### src/rtl/lsu_defs.sv
// Shared encodings for the load/store unit: memory operation codes,
// read-modify-write FSM states and access sizes.
package lsu_defs;

    typedef enum logic [3:0] {
        OP_NONE = 4'd0,
        OP_LB   = 4'd1,
        OP_LBU  = 4'd2,
        OP_LH   = 4'd3,
        OP_LHU  = 4'd4,
        OP_LW   = 4'd5,
        OP_SB   = 4'd6,
        OP_SH   = 4'd7,
        OP_SW   = 4'd8
    } mem_op_t;

    typedef enum logic [1:0] {
        ST_IDLE  = 2'd0,
        ST_MERGE = 2'd1,
        ST_WRITE = 2'd2
    } lsu_state_t;

    localparam logic [1:0] SZ_BYTE = 2'd0;
    localparam logic [1:0] SZ_HALF = 2'd1;
    localparam logic [1:0] SZ_WORD = 2'd2;

endpackage

### src/rtl/lsu_lane_align.sv
// Big-endian byte-lane extraction (loads) and lane merge (sub-word stores).
// Offset 0 addresses bits 31:24; sub-word store data arrives right-justified.
module lsu_lane_align
    import lsu_defs::*;
(
    input  logic [1:0]  offset,
    input  logic [1:0]  size,
    input  logic        is_signed,
    input  logic [31:0] old_word,
    input  logic [31:0] new_data,
    output logic [31:0] load_data,
    output logic [31:0] merged_word
);

    logic [2:0]  nbytes;
    logic [2:0]  lane_pos;
    logic [4:0]  shamt;
    logic [31:0] mask;
    logic [31:0] shifted;
    logic        sign_bit;

    always_comb begin
        nbytes   = 3'd4;
        mask     = 32'hFFFF_FFFF;
        sign_bit = 1'b0;
        if (size == SZ_BYTE) begin
            nbytes = 3'd1;
            mask   = 32'h0000_00FF;
        end else if (size == SZ_HALF) begin
            nbytes = 3'd2;
            mask   = 32'h0000_FFFF;
        end
        // Lane position counted from the least-significant byte of the word.
        lane_pos = 3'd4 - nbytes - {1'b0, offset};
        shamt    = {lane_pos[1:0], 3'b000};
        shifted  = old_word >> shamt;
        if (size == SZ_BYTE) begin
            sign_bit = shifted[7];
        end else if (size == SZ_HALF) begin
            sign_bit = shifted[15];
        end
        load_data   = (shifted & mask) | ((is_signed && sign_bit) ? ~mask : 32'h0);
        merged_word = (old_word & ~(mask << shamt)) | ((new_data & mask) << shamt);
    end

endmodule

### src/rtl/load_store_unit.sv
// MEM stage: 1-cycle loads and word stores, a 3-cycle read-modify-write
// sequence for byte/halfword stores, alignment/window faults and MEM/WB regs.
module load_store_unit
    import lsu_defs::*;
#(
    parameter logic [31:0] WIN_BASE = 32'hFFFFFC00,
    parameter logic [31:0] WIN_MASK = 32'hFFFFFC00
) (
    input  logic        clk,
    input  logic        rst_n,
    input  logic        req,
    input  logic [3:0]  mem_op,
    input  logic [31:0] addr,
    input  logic [31:0] wdata,
    input  logic [4:0]  rd_in,
    input  logic        regwrite_in,
    input  logic [31:0] alu_in,
    output logic        stall,
    output logic [31:0] dm_addr,
    output logic        dm_we,
    output logic [31:0] dm_wdata,
    input  logic [31:0] dm_rdata,
    output logic        wb_valid,
    output logic [4:0]  wb_rd,
    output logic        wb_regwrite,
    output logic [31:0] wb_data,
    output logic        fault,
    output logic [1:0]  fsm_state
);

    lsu_state_t  state, state_next;
    logic        is_mem, is_load, is_sw, is_rmw, is_signed;
    logic [1:0]  size, size_q, lane_size;
    logic        misaligned, out_win, bad, accept, start_rmw;
    logic [31:0] addr_q, wdata_q, alu_q, merge_q, eff_addr;
    logic [4:0]  rd_q;
    logic        regwrite_q;
    logic [31:0] load_data, merged_word;

    always_comb begin
        is_mem    = 1'b1;
        is_load   = 1'b0;
        is_sw     = 1'b0;
        is_rmw    = 1'b0;
        is_signed = 1'b0;
        size      = SZ_WORD;
        case (mem_op)
            OP_LB:   begin is_load = 1'b1; is_signed = 1'b1; size = SZ_BYTE; end
            OP_LBU:  begin is_load = 1'b1; size = SZ_BYTE; end
            OP_LH:   begin is_load = 1'b1; is_signed = 1'b1; size = SZ_HALF; end
            OP_LHU:  begin is_load = 1'b1; size = SZ_HALF; end
            OP_LW:   is_load = 1'b1;
            OP_SB:   begin is_rmw = 1'b1; size = SZ_BYTE; end
            OP_SH:   begin is_rmw = 1'b1; size = SZ_HALF; end
            OP_SW:   is_sw = 1'b1;
            default: is_mem = 1'b0;
        endcase
    end

    assign misaligned = ((size == SZ_HALF) && addr[0]) ||
                        ((size == SZ_WORD) && (addr[1:0] != 2'b00));
    assign out_win    = (addr & WIN_MASK) != WIN_BASE;
    assign bad        = is_mem && (misaligned || out_win);

    // Handshake: an instruction is taken when req is high, mem_op is a memory
    // op and the FSM is idle. stall stays high from the SB/SH accept cycle
    // through WRITE; upstream holds its inputs during those cycles and may
    // present the next instruction right after the WRITE cycle.
    assign accept    = rst_n && req && is_mem && (state == ST_IDLE);
    assign start_rmw = accept && is_rmw && !bad;

    always_ff @(posedge clk or negedge rst_n) begin
        if (!rst_n) begin
            state <= ST_IDLE;
        end else begin
            state <= state_next;
        end
    end

    always_comb begin
        state_next = state;
        case (state)
            ST_IDLE:  if (start_rmw) state_next = ST_MERGE;
            ST_MERGE: state_next = ST_WRITE;
            ST_WRITE: state_next = ST_IDLE;
            default:  state_next = ST_IDLE;
        endcase
    end

    always_comb begin
        eff_addr  = (state == ST_IDLE) ? addr : addr_q;
        lane_size = (state == ST_IDLE) ? size : size_q;
        stall     = start_rmw || (state != ST_IDLE);
        dm_we     = (accept && is_sw && !bad) || (state == ST_WRITE);
        dm_wdata  = (state == ST_WRITE) ? merge_q : wdata;
        dm_addr   = {2'b11, eff_addr[31:2]};
    end

    assign fsm_state = state;

    lsu_lane_align u_lane_align (
        .offset      (eff_addr[1:0]),
        .size        (lane_size),
        .is_signed   (is_signed),
        .old_word    (dm_rdata),
        .new_data    (wdata_q),
        .load_data   (load_data),
        .merged_word (merged_word)
    );

    always_ff @(posedge clk or negedge rst_n) begin
        if (!rst_n) begin
            addr_q      <= '0;
            wdata_q     <= '0;
            size_q      <= SZ_WORD;
            rd_q        <= '0;
            regwrite_q  <= 1'b0;
            alu_q       <= '0;
            merge_q     <= '0;
            wb_valid    <= 1'b0;
            wb_rd       <= '0;
            wb_regwrite <= 1'b0;
            wb_data     <= '0;
            fault       <= 1'b0;
        end else begin
            wb_valid    <= 1'b0;
            wb_regwrite <= 1'b0;
            fault       <= 1'b0;
            // Writeback fields are captured at accept because upstream moves on after WRITE.
            if (start_rmw) begin
                addr_q     <= addr;
                wdata_q    <= wdata;
                size_q     <= size;
                rd_q       <= rd_in;
                regwrite_q <= regwrite_in;
                alu_q      <= alu_in;
            end
            if (state == ST_MERGE) begin
                merge_q <= merged_word;
            end
            if (accept && !start_rmw) begin
                wb_valid    <= 1'b1;
                wb_rd       <= rd_in;
                wb_regwrite <= regwrite_in && !bad;
                wb_data     <= (is_load && !bad) ? load_data : alu_in;
                fault       <= bad;
            end else if (state == ST_WRITE) begin
                wb_valid    <= 1'b1;
                wb_rd       <= rd_q;
                wb_regwrite <= regwrite_q;
                wb_data     <= alu_q;
            end
        end
    end

endmodule

### config.mk
export PLATFORM = sky130hd
export DESIGN_NAME = load_store_unit
export DESIGN_NICKNAME = d
export VERILOG_FILES = /design/src/rtl/lsu_defs.sv /design/src/rtl/lsu_lane_align.sv /design/src/rtl/load_store_unit.sv
export SDC_FILE = /design/constraint.sdc
export NUM_CORES = 1
export LEC_CHECK = 0
export ABC_AREA = 1
export CAP_MARGIN = 40
export CORE_MARGIN = 10
export CORE_UTILIZATION = 54
export CTS_CLUSTER_SIZE = 10
export DETAILED_ROUTE_END_ITERATION = 10
export GPL_TIMING_DRIVEN = 0
export PLACE_DENSITY_LB_ADDON = 0.15
export SYNTH_ARGS = -nofsm -noshare
export SYNTH_HDL_FRONTEND = slang
export SYNTH_SLANG_ARGS = --single-unit
export TNS_END_PERCENT = 100
### constraint.sdc
create_clock -name clk -period 6 [get_ports clk]
set_input_delay 1.2 -clock clk [delete_from_list [all_inputs] [get_ports clk]]
set_output_delay 1.2 -clock clk [all_outputs]
set_load 0.01 [all_outputs]
Yosys cells after proc, flatten, opt, wreduce, memory -nomap -nowiden
Index checks and enable logic that the tools add are counted.
- flip-flop bits (word level): 178
- input port bits: 141
- word-level logic and storage cells: 99
- add/subtract/negate cells: 2
- eq/ne operators: 15
- shifts and indexed selects: 3
- mux-type cells: 28
- bitwise logic cells: 7
- reduce and logical (&&, ||, !) cells: 31
- operator list (cell ; number):
    32-bit 2-to-1 mux ; 8
    32-bit AND ; 3
    32-bit NOT ; 2
    32-bit OR ; 2
    32-bit by 5-bit left shift with 32-bit output ; 2
    32-bit by 5-bit right shift with 32-bit output ; 1
    22-bit != test (second input constant) ; 1
    4-bit by 3-bit == test with 1-bit output (second input constant) ; 4
    1-bit logical AND ; 14
    1-bit 2-to-1 mux ; 12
    5-bit 2-to-1 mux ; 2
    4-bit by 2-bit == test with 1-bit output (second input constant) ; 2
    2-bit 2-to-1 mux ; 4
    2-bit case mux with 2 select lines ; 2
    8-bit OR reduction ; 1
    2-bit by 1-bit == test with 1-bit output (second input constant) ; 3
    2-bit nonzero test ; 3
    3-bit OR reduction ; 2
    5-bit OR reduction ; 1
    2-bit == test (second input constant) ; 2
    4-bit by 1-bit == test with 1-bit output (second input constant) ; 1
    4-bit == test (second input constant) ; 1
    2-bit zero test ; 2
    1-bit logical OR ; 4
    other kinds (5) ; 7

Logic depth before layout (Yosys ltp)
Gate-level depths: netlist of the first run.
- word-level depth: 17
- depth in mapped cells: 24

By module
From an unflattened synthesis of the first run, not the netlist that was laid out.
- cell total of the unflattened synthesis: 1482
- area, all modules: 10224.8 µm²
- modules (own cells, without submodules) (module ; instances ; cells each ; area each (µm²)):
    load_store_unit ; 1 ; 1111 ; 8514.4
    lsu_lane_align ; 1 ; 371 ; 1710.4

Least setup slack after synthesis of the first run
Ideal clock, no wire load.
- path type: input to output
- start: input port mem_op[2]
- end: output port stall
- data arrival time: 2499 ps
- data required time: 4800 ps
- path slack: 2301 ps
- stages: 10
- path buffers: 2
- path through: inv_1 nor2_2 nand2_1 o211ai_2 nand4_2 nor2_1 nand2_1 buf_2 clkbuf_1 nand2_1
- longest elaborated chain between the ends: 11
- elaborated cells between the ends (all ways): 28
- ends and longest elaborated chain (what ; line ; RTL):
    start: declaration ; load_store_unit.sv:12 ; input logic [3:0] mem_op,
    4-bit by 3-bit == test with 1-bit output, or another cell as far along ; load_store_unit.sv:47 ; case (mem_op)
    3-bit OR reduction (no line) ; - ;
    2-bit case mux with 2 select lines ; load_store_unit.sv:47 ;
    2-bit by 1-bit == test with 1-bit output or 2-bit == test (tied branches) ; load_store_unit.sv:60, load_store_unit.sv:61 ;
    1-bit logical AND (on tied branches) ; load_store_unit.sv:60, load_store_unit.sv:61 ;
    1-bit logical OR ; load_store_unit.sv:60 ; assign misaligned = ((size == SZ_HALF) && addr[0]) ||
    1-bit logical OR ; load_store_unit.sv:63 ; assign bad = is_mem && (misaligned || out_win);
    1-bit logical AND ; load_store_unit.sv:63 ;
    1-bit zero test ; load_store_unit.sv:70 ; assign start_rmw = accept && is_rmw && !bad;
    1-bit logical AND * ; load_store_unit.sv:70 ;
    1-bit logical OR * ; load_store_unit.sv:93 ; stall = start_rmw || (state != ST_IDLE);
    end: declaration ; load_store_unit.sv:18 ; output logic stall,
Mark *: on every way between the ends. The rest lies on a longest branch, timed or not.

Worst setup path in the final report of the first run
- start: input port addr[21]
- end: output port stall
- longest elaborated chain between the ends: 6
- ends and longest elaborated chain (what ; line ; RTL):
    start: declaration ; load_store_unit.sv:13 ; input logic [31:0] addr,
    22-bit != test ; load_store_unit.sv:62 ; assign out_win = (addr & WIN_MASK) != WIN_BASE;
    1-bit logical OR ; load_store_unit.sv:63 ;
    1-bit logical AND ; load_store_unit.sv:63 ;
    1-bit zero test ; load_store_unit.sv:70 ;
    1-bit logical AND ; load_store_unit.sv:70 ;
    1-bit logical OR ; load_store_unit.sv:93 ;
Every way passes these cells.

==> flow_summary.ini, run 1 <==
[run_status]
status = completed

[clock_tree]
cts.sinks = 178
cts_tree = done
cts_hold_buffers = 0
clk_latency_ns = 0.44
cts_resized = 0
clockBufferDepth = 2
cts.htree.levels = 4
clk_pin_slew_ns = 0.07
post_cts_buffers = 0
cts-root-buf = clkbuf_16
cts_buffers = 17

[sta]
drv_slew = 0
max_freq_mhz = 196
finalHoldViolCount = 0
worst_slack_ns = 0.885
rsz0062_at_grt = false
tightest_slew_ns = 0.817
max_slew_margin_pct = 45.5
finalCriticalPeriod_ns = 5.11
finClkSkew_ns = 0.0112
hold_slack_ns = 0.451
setup_violations = 0
fin_crit_sh_pct = 85.2

[final_layout]
finish.instance_area_um2 = 13300
finalNetCount = 1807
n_fill_cell = 1452
regArea_um2 = 4460
syn_to_final_growth_pct = 34.6
multi_input_area_um2 = 4450
final_cells = 1907
layout-drive-gt1-share_pct = 6.74

[critical_path]
endpoint_kind = primary output
r2r-start = fsm_state[0]
cp_max_fo = 10
crit_required_ns = 4.80
cp.arrival_ns = 3.91
cp-startpoint = addr[21]
startpoint_type = primary input
path_class = primary input to primary output

[synthesis]
syn_avg_cell_area_um2 = 7.05
yosys.area.top_type = dfrtp_1
synth_cell_types = 39
ys_top_cells_by_count = 406 x nand2_1, 231 x o21ai_0, 177 x dfrtp_1
synth_area_um2 = 9850
yosysWarnings = 0
synth_top_area_share_pct = 44.9
synth_area_leaders = dfrtp_1 45%, nand2_1 15%, o21ai_0 12%
async_flop_share_pct = 100
synth_ff_type = dfrtp_1
syn_inst = 1397
synth-seq-cells = 178
ys_seq_area_share_pct = 45.2
synth.most_common_cell = nand2_1
synth-edff-count = 0

[detailed_routing]
drt_wl_total_mm = 36.0
drt-pass1-iter-count = 5
wire_per_inst_um = 18.9
drc = 0
antenna_left = 0
drt_iter0_drc = 897
avgViaCountPerCell = 5.59
vias = 10700

[floorplanning]
dieArea_um2 = 24100
io_pins = 249
chipWidth_um = 155
initial_core_util_pct = 54.9
die_y_um = 155
rows = 49
core_um2 = 18000

[run]
drv_cap = 0

[global_route]
grt_pass1_vias = 10700
grt_overflow_total = 0
track_usage_pct = 29.2
grt_antenna_before_repair = 1
grt_max_degree = 97
grt_pass1_wl_mm = 56.4

[power]
vdd_drop_max_v = 0.000217
pwr_density_cell_nw_per_um2 = 242
p_total_w = 0.00320
cellLeakagePower_nw = 6.26

[placed_design]
dp_cells = 1874
dp_hpwl_mm = 27.9
port_buffers = 246
dpl_worst_slack_ns = 0.888
gp_congestion = 0.949
placed_area_um2 = 12600

[min_path]
hp-class = flip-flop to flip-flop
min_from = addr_q[15]
==> sequential cells by signal, indices dropped and copies added, names as in the netlist <==
register / cells
addr_q: 32
alu_q: 32
fault: 1
fsm_state: 2
merge_q: 32
rd_q: 5
regwrite_q: 1
size_q: 2
wb_data: 32
wb_rd: 5
wb_regwrite: 1
wb_valid: 1
wdata_q: 32
==> final timing paths <==
kind / slack [ns] / depth (start not counted) / endpoint
setup / recovery: 0.89 / 12 / stall
max in group asynchronous: 4.33 / 2 / wb_data[2]
min in group asynchronous: 0.74 / 1 / addr_q[21]
hold reg to reg: 0.45 / 2 / addr_q[15]
hold / removal: 0.45 / 2 / addr_q[15]
setup reg to reg: 2.19 / 15 / wb_data[1]
==> placed cells by master, fill, tap and decap left out, types with 3 or more instances in the layout <==
cell and count:
buf_2 32, nor3_1 5, nor2_1 116, buf_1 3, a21oi_1 87, o21ai_0 231
nand3_1 66, inv_8 4, clkinv_8 3, clkbuf_1 46, buf_4 4, clkinv_1 3
dfrtp_1 177, clkbuf_16 17, o21a_1 3, a31oi_1 6, o21ai_1 18, nand2_2 13
clkdlybuf4s50_1 245, inv_1 137, inv_2 9, nand2_4 5, nand2_1 406, nand4_1 4
nand3_2 3
==> where the power goes <==
group | switching (W) | internal, W | leakage [nW]
combinational | 0.000400 | 0.000339 | 3.82
sequential | 0.0000399 | 0.00127 | 2.14
clock | 0.000540 | 0.000620 | 0.300
total | 0.000980 | 0.00222 | 6.26
==> metrics by stage <==
| step | utilization [%] | setup TNS (ns) |
|---|---|---|
| after floorplan | - | 0 |
| after global placement | 70.2 | -1188.52 |
| after detailed placement | 70.4 | 0 |
| after CTS | 73.8 | 0 |
| after global routing | 73.8 | 0 |
| final | 73.8 | 0 |
==> worst max-delay path: stages <==
cell             delay, ns
clkdlybuf4s50_1       0.48
nand2_1               0.08
nor4_1                0.33
nand2_1               0.08
nor2_1                0.14
o21ai_0               0.11
a21oi_1               0.23
nand2_1               0.12
buf_2                 0.23
clkbuf_1              0.24
nand2_1               0.10
clkdlybuf4s50_1       0.56
==> final cells by class <==
| cell class | count | area share [%] |
|---|---|---|
| Antenna cell | 1 | 0.0189 |
| Buffer | 87 | 2.99 |
| Clock buffer | 19 | 3.42 |
| Clock inverter | 13 | 1.25 |
| Inverter | 149 | 4.22 |
| Multi-Input combinational cell | 984 | 33.5 |
| Sequential cell | 178 | 33.6 |
| Tap cell | 229 | 2.16 |
| Timing Repair Buffer | 247 | 18.8 |
==> logic make-up after synthesis <==
logic type	share of synthesized area, %
simple gates	26.2
fa+ha+maj	0.254
mux	0.203
other cells	0.0381
compound gates	18.4
flops	45.2
buf+inv	9.70
==> layer usage <==
layer	global-route usage, %	part of all wire [%]	wire length, µm
met1	37.5	40	14500
met2	45.9	46	16400
met3	8.00	11	3780
met4	11.5	3.5	1250
met5	0	0	0
Power figures use the tool's default switching activity.
==> run 2, diff against run 1 <==
--- a/config.mk
+++ b/config.mk
@@ -6,7 +6,6 @@
 export NUM_CORES = 1
 export LEC_CHECK = 0
 export ABC_AREA = 1
-export CAP_MARGIN = 40
 export CORE_MARGIN = 10
 export CORE_UTILIZATION = 54
 export CTS_CLUSTER_SIZE = 10
==> results of run 2 <==
Same layout as run 1: the final DEF is identical, and so are final timing and power.
==> RTL edit 1 (settings of run 2) <==
Make the reset (`rst_n`) synchronous in 2 clocked blocks.
--- a/src/rtl/load_store_unit.sv
+++ b/src/rtl/load_store_unit.sv
@@ -69,7 +69,7 @@
     assign accept    = rst_n && req && is_mem && (state == ST_IDLE);
     assign start_rmw = accept && is_rmw && !bad;
 
-    always_ff @(posedge clk or negedge rst_n) begin
+    always_ff @(posedge clk) begin
         if (!rst_n) begin
             state <= ST_IDLE;
         end else begin
@@ -108,7 +108,7 @@
         .merged_word (merged_word)
     );
 
-    always_ff @(posedge clk or negedge rst_n) begin
+    always_ff @(posedge clk) begin
         if (!rst_n) begin
             addr_q      <= '0;
             wdata_q     <= '0;
Function: differs if rst_n is asserted again (counterexample within 4 cycles, from zero or initial values and one cycle with rst_n low); with rst_n held inactive, the same outputs for 4 cycles.
==> RTL edit 1 against run 2 <==
  * Critical path depth up 2
  * Setup slack worse by 200 ps
  * Routed wire length grew 11%
  * Power fell by 7.4%
  * Sequential cell count unchanged
  * Utilization up 0.23 points
  * First-iteration DRC count up 55%
  * Sequential power shrank 7%
  * Global-route usage up 4.4 points
  * Final area decreased by 4.4%
  * Area after synthesis shrank 5.2%
  * Combinational power decreased by 15%
==> RTL edit 1: results (changes against run 2) <==
INFO  metric ys.flop_type = sky130_fd_sc_hd__dfxtp_1 (was sky130_fd_sc_hd__dfrtp_1)
INFO  metric layout_cells_sized_above_1 = 7.18% (was 6.74%)
INFO  metric grt_first_pass_wirelength = 60.1 mm (was 56.4 mm)
INFO  metric synthDistinctLibCells = 38 (was 39)
INFO  metric regToRegStartpoint = fsm_state[1] (was fsm_state[0])
INFO  metric cts.reportedPaths.clkPinSlew = 70 ps (about the same)
INFO  metric synth_seq_area_share = 38.1% (was 45.2%)
INFO  metric worstReg2RegEnd = merge_q[31] (was wb_data[1])
INFO  metric vdd_ir_drop_max = 0.000220 V (was 0.000217 V)
INFO  metric layout_min_cycle_time = 5310 ps (was 5110 ps)
INFO  metric antenna_found_initial = 0 (was 1)
INFO  metric source_of_the_worst_hold_timing_path = addr_q[16] (was addr_q[15])
INFO  metric worst-r2r-setup-slack = 2350 ps (was 2190 ps)
INFO  metric worst_pin_slew = 824 ps (was 817 ps)
INFO  metric dpl_cell_area = 12100 um2 (was 12600 um2)
INFO  metric synth_async_sr_flop_share = 0% (was 100%)
INFO  metric maximum_number_of_pins_on_one_net_before_global_route_repair = 17 (was 97)
INFO  metric status = completed (unchanged)
INFO  metric cpPeakStageDelay = 610 ps (was 560 ps)
INFO  metric netlist_top_cells_area = sky130_fd_sc_hd__dfxtp_1 (38%), sky130_fd_sc_hd__nand2_1 (13%), sky130_fd_sc_hd__o21ai_0 (11%), sky130_fd_sc_hd__nor2_1 (8.1%), sky130_fd_sc_hd__a21oi_1 (5.8%) (was sky130_fd_sc_hd__dfrtp_1 (45%), sky130_fd_sc_hd__nand2_1 (15%), sky130_fd_sc_hd__o21ai_0 (12%), sky130_fd_sc_hd__inv_1 (5.2%), sky130_fd_sc_hd__a21oi_1 (4.4%))
INFO  metric gp_congestion = 1.03 (was 0.949)
INFO  metric synth.top_cells.by_count = sky130_fd_sc_hd__nand2_1 (328), sky130_fd_sc_hd__o21ai_0 (213), sky130_fd_sc_hd__nor2_1 (201), sky130_fd_sc_hd__dfxtp_1 (178), sky130_fd_sc_hd__a21oi_1 (109) (was sky130_fd_sc_hd__nand2_1 (406), sky130_fd_sc_hd__o21ai_0 (231), sky130_fd_sc_hd__dfrtp_1 (177), sky130_fd_sc_hd__inv_1 (137), sky130_fd_sc_hd__nor2_1 (116))
INFO  metric drt_pass1_iterations = 6 (was 5)
INFO  metric postRouteWirelength = 40.1 mm (was 36.0 mm)
INFO  metric detail_route.iter0.violations = 1393 (was 897)
INFO  metric r2r_cells = 12 (was 15)
INFO  metric worst-endpoint-arrival = 4110 ps (was 3910 ps)
[RTL edit 1: changes by cell type in the layout (fill, tap and decap cells not counted), moves of 12 or more]
cell and change:
sky130_fd_sc_hd__clkbuf_1 +16, sky130_fd_sc_hd__nand3_2 +12, sky130_fd_sc_hd__nor2_1 +85, sky130_fd_sc_hd__dfxtp_1 +178, sky130_fd_sc_hd__dfrtp_1 -177, sky130_fd_sc_hd__o21ai_0 -18
sky130_fd_sc_hd__a21oi_1 +22, sky130_fd_sc_hd__inv_1 -47, sky130_fd_sc_hd__nand2_1 -78, sky130_fd_sc_hd__o21ai_1 +17
[RTL edit 1: layout make-up]
type                       count  area [um2]
antenna                        1        2.50
buffer                       102         469
clock buffer                  19         453
clock inverter                12         128
fill                        1381        4440
inverter                     105         397
multi-input combinational   1050        4920
sequential                   178        3560
tap                          225         282
timing repair buffer         246        2460
[RTL edit 1: how the worst min path moves through the flow]
stage / to / slack, ps / cells past startpoint
floorplan: rd_q[0] / 420 / 2
global placement: rd_q[0] / 430 / 2
detailed placement: wdata_q[31] / 450 / 2
CTS: addr_q[16] / 460 / 2
global route: addr_q[20] / 480 / 2
finish: addr_q[16] / 460 / 2
[RTL edit 1: kinds of logic (layout without fill, tap and decap cells)]
logic type | count (synthesis) | count (layout) | share of synthesized area, %
flip-flops | 178 | 178 | 38.1
adder cells (fa/ha/maj) | 2 | 2 | 0.268
AO/OA/AOI/OAI | 400 | 400 | 22.6
other | 1 | 3 | 0.0401
multiplexers | 1 | 1 | 0.107
buffers and inverters | 207 | 484 | 9.26
AND/OR/NAND/NOR | 645 | 645 | 29.6
[RTL edit 1: metrics by stage]
stage          std cells  worst slack, ps  power [W]  utilization (%)  hold slack, ps
6_report            1938              689    0.00297             74.1             456
5_1_grt             1937              612    0.00305             74.0             477
4_1_cts             1937              768    0.00294             74.0             456
3_5_place_dp        1906              933    0.00185             70.7             447
3_3_place_gp        1906              985    0.00184             70.7             433
2_1_floorplan       1435             2350    0.00154                -             424
[RTL edit 1: worst max-delay path: cells and delay by family]
family | cells | cell delay, ps
and+or+nand+nor | 8 | 1110
buffers and inverters | 6 | 1810
[RTL edit 1: layer usage]
metal | global-route usage, % | vias up | part of all wire (%)
met5 | 0 | - | 0
met4 | 13.0 | 0 | 4.1
met3 | 8.49 | 156 | 12
met2 | 55.3 | 813 | 46
met1 | 41.4 | 5169 | 38
li1 | - | 5222 | -
[RTL edit 1: report_power, final]
| part | leakage, nW | switching [W] | internal, W |
|---|---|---|---|
| clock | 0.285 | 0.000518 | 0.000603 |
| combinational | 3.37 | 0.000372 | 0.000257 |
| sequential | 1.44 | 0.0000134 | 0.00120 |
==> RTL edit 2 (settings of run 2) <==
Without the edit above. Put one more register stage on the output `fault`, without a reset. The value now appears one clock later. The other outputs are not delayed to match.
--- a/src/rtl/load_store_unit.sv
+++ b/src/rtl/load_store_unit.sv
@@ -27,6 +27,8 @@
     output logic        fault,
     output logic [1:0]  fsm_state
 );
+
+    logic fault_s0;
 
     lsu_state_t  state, state_next;
     logic        is_mem, is_load, is_sw, is_rmw, is_signed;
@@ -121,11 +123,11 @@
             wb_rd       <= '0;
             wb_regwrite <= 1'b0;
             wb_data     <= '0;
-            fault       <= 1'b0;
+            fault_s0    <= 1'b0;
         end else begin
             wb_valid    <= 1'b0;
             wb_regwrite <= 1'b0;
-            fault       <= 1'b0;
+            fault_s0    <= 1'b0;
             // Writeback fields are captured at accept because upstream moves on after WRITE.
             if (start_rmw) begin
                 addr_q     <= addr;
@@ -143,7 +145,7 @@
                 wb_rd       <= rd_in;
                 wb_regwrite <= regwrite_in && !bad;
                 wb_data     <= (is_load && !bad) ? load_data : alu_in;
-                fault       <= bad;
+                fault_s0    <= bad;
             end else if (state == ST_WRITE) begin
                 wb_valid    <= 1'b1;
                 wb_rd       <= rd_q;
@@ -153,5 +155,9 @@
         end
     end
 
+    always_ff @(posedge clk) begin
+        fault <= fault_s0;
+    end
+
 endmodule
 
Check against the original RTL: not equivalent (a bounded check fails within 4 cycles, from zero or initial values and one cycle with rst_n low).
==> RTL edit 2 against run 2 <==
  * Setup slack worse by 22 ps
  * Largest power group unchanged
  * Clock skew down 1.6 ps
  * Area after synthesis increased by 0.20%
  * Non-clock buffer count unchanged
  * Power decreased by 0.53%
  * Highest routed layer unchanged
  * Final area about the same
  * Routed wire length increased by 0.78%
  * Sequential cell count is 1 higher
  * Final cell count is essentially flat
==> RTL edit 2: results (changes against run 2) <==
INFO  metric clock_sink_count = 179 (was 178)
INFO  metric worst_clock_skew = 9.66 ps (was 11.2 ps)
INFO  metric filler_cell_count = 1467 (was 1452)
INFO  metric status = completed (unchanged)
INFO  metric finished_layout_cells = 1908 (was 1907)
INFO  metric syn_to_final_growth = 34.3% (was 34.6%)
INFO  metric vias_in_the_first_global_route = 10500 (was 10700)
INFO  metric grt_usage = 29.2% (about the same)
INFO  metric synth_seq_area_share = 45.3% (was 45.2%)
INFO  metric yosys-mux-area-fraction = 0.203% (about the same)
INFO  metric total_leakage_power = 6.26 nW (about the same)
INFO  metric synthDistinctLibCells = 40 (was 39)
INFO  metric use_met1 = 38.4% (was 37.5%)
INFO  metric hold-worst-slack = 348 ps (was 451 ps)
INFO  metric post_place_setup_slack = 889 ps (was 888 ps)
INFO  metric seq_area = 4480 um2 (was 4460 um2)
INFO  metric worst-endpoint-arrival = 3940 ps (was 3910 ps)
INFO  metric dr_wl_met2 = 16.7 mm (was 16.4 mm)
INFO  metric clock_area_share = 4.48% (was 4.67%)
INFO  metric groute.layer.met3.usage = 6.84% (was 8.00%)
INFO  metric worst-r2r-setup-slack = 2160 ps (was 2190 ps)
INFO  metric postRouteWirelength = 36.3 mm (was 36.0 mm)
INFO  metric detail_route.iter0.violations = 1121 (was 897)
INFO  metric synth_async_sr_flop_share = 99.4% (was 100%)
INFO  metric relSlewSlack = 48.7% (was 45.5%)
INFO  metric synth-adder-area-share = 0.253% (was 0.254%)
INFO  metric dr_total_vias = 10800 (was 10700)
INFO  metric cpPeakStageDelay = 540 ps (was 560 ps)
INFO  metric gp_congestion = 0.983 (was 0.949)
INFO  metric wl_met3 = 3.53 mm (was 3.78 mm)
INFO  metric dpl_cell_area = 12700 um2 (was 12600 um2)
INFO  metric met1_length = 15.0 mm (was 14.5 mm)
INFO  metric layout_cells_sized_above_1 = 6.73% (was 6.74%)
INFO  metric netlist_top_cells_area = sky130_fd_sc_hd__dfrtp_1 (45%), sky130_fd_sc_hd__nand2_1 (15%), sky130_fd_sc_hd__o21ai_0 (12%), sky130_fd_sc_hd__inv_1 (5.2%), sky130_fd_sc_hd__a21oi_1 (4.4%) (unchanged)
INFO  metric dp_hpwl = 27.8 mm (was 27.9 mm)
INFO  metric design.final.nets = 1808 (was 1807)
-- RTL edit 2: cell types whose count changed in the layout (fill, tap and decap cells not counted) --
cell                                run 2  this run
sky130_fd_sc_hd__clkinv_2               0         1
sky130_fd_sc_hd__clkinv_8               3         1
sky130_fd_sc_hd__clkinvlp_4             1         2
sky130_fd_sc_hd__dfxtp_1                0         1
sky130_fd_sc_hd__inv_6                  2         4
sky130_fd_sc_hd__inv_8                  4         2
-- RTL edit 2: path summary, 6_finish.rpt --
check	startpoint	end	depth (start not counted)
max	addr[20]	stall	12
min	fault_s0	fault	0
max reg2reg	fsm_state[0]	wb_data[1]	18
min reg2reg	fault_s0	fault	0
max in group asynchronous	rst_n	alu_q[23]	2
min in group asynchronous	rst_n	addr_q[21]	1
-- RTL edit 2: power by group --
| part | switching [W] | total [W] | internal [W] |
|---|---|---|---|
| Clock | 0.000527 | 0.00114 | 0.000610 |
| Sequential | 0.0000384 | 0.00131 | 0.00127 |
| Combinational | 0.000401 | 0.000739 | 0.000339 |
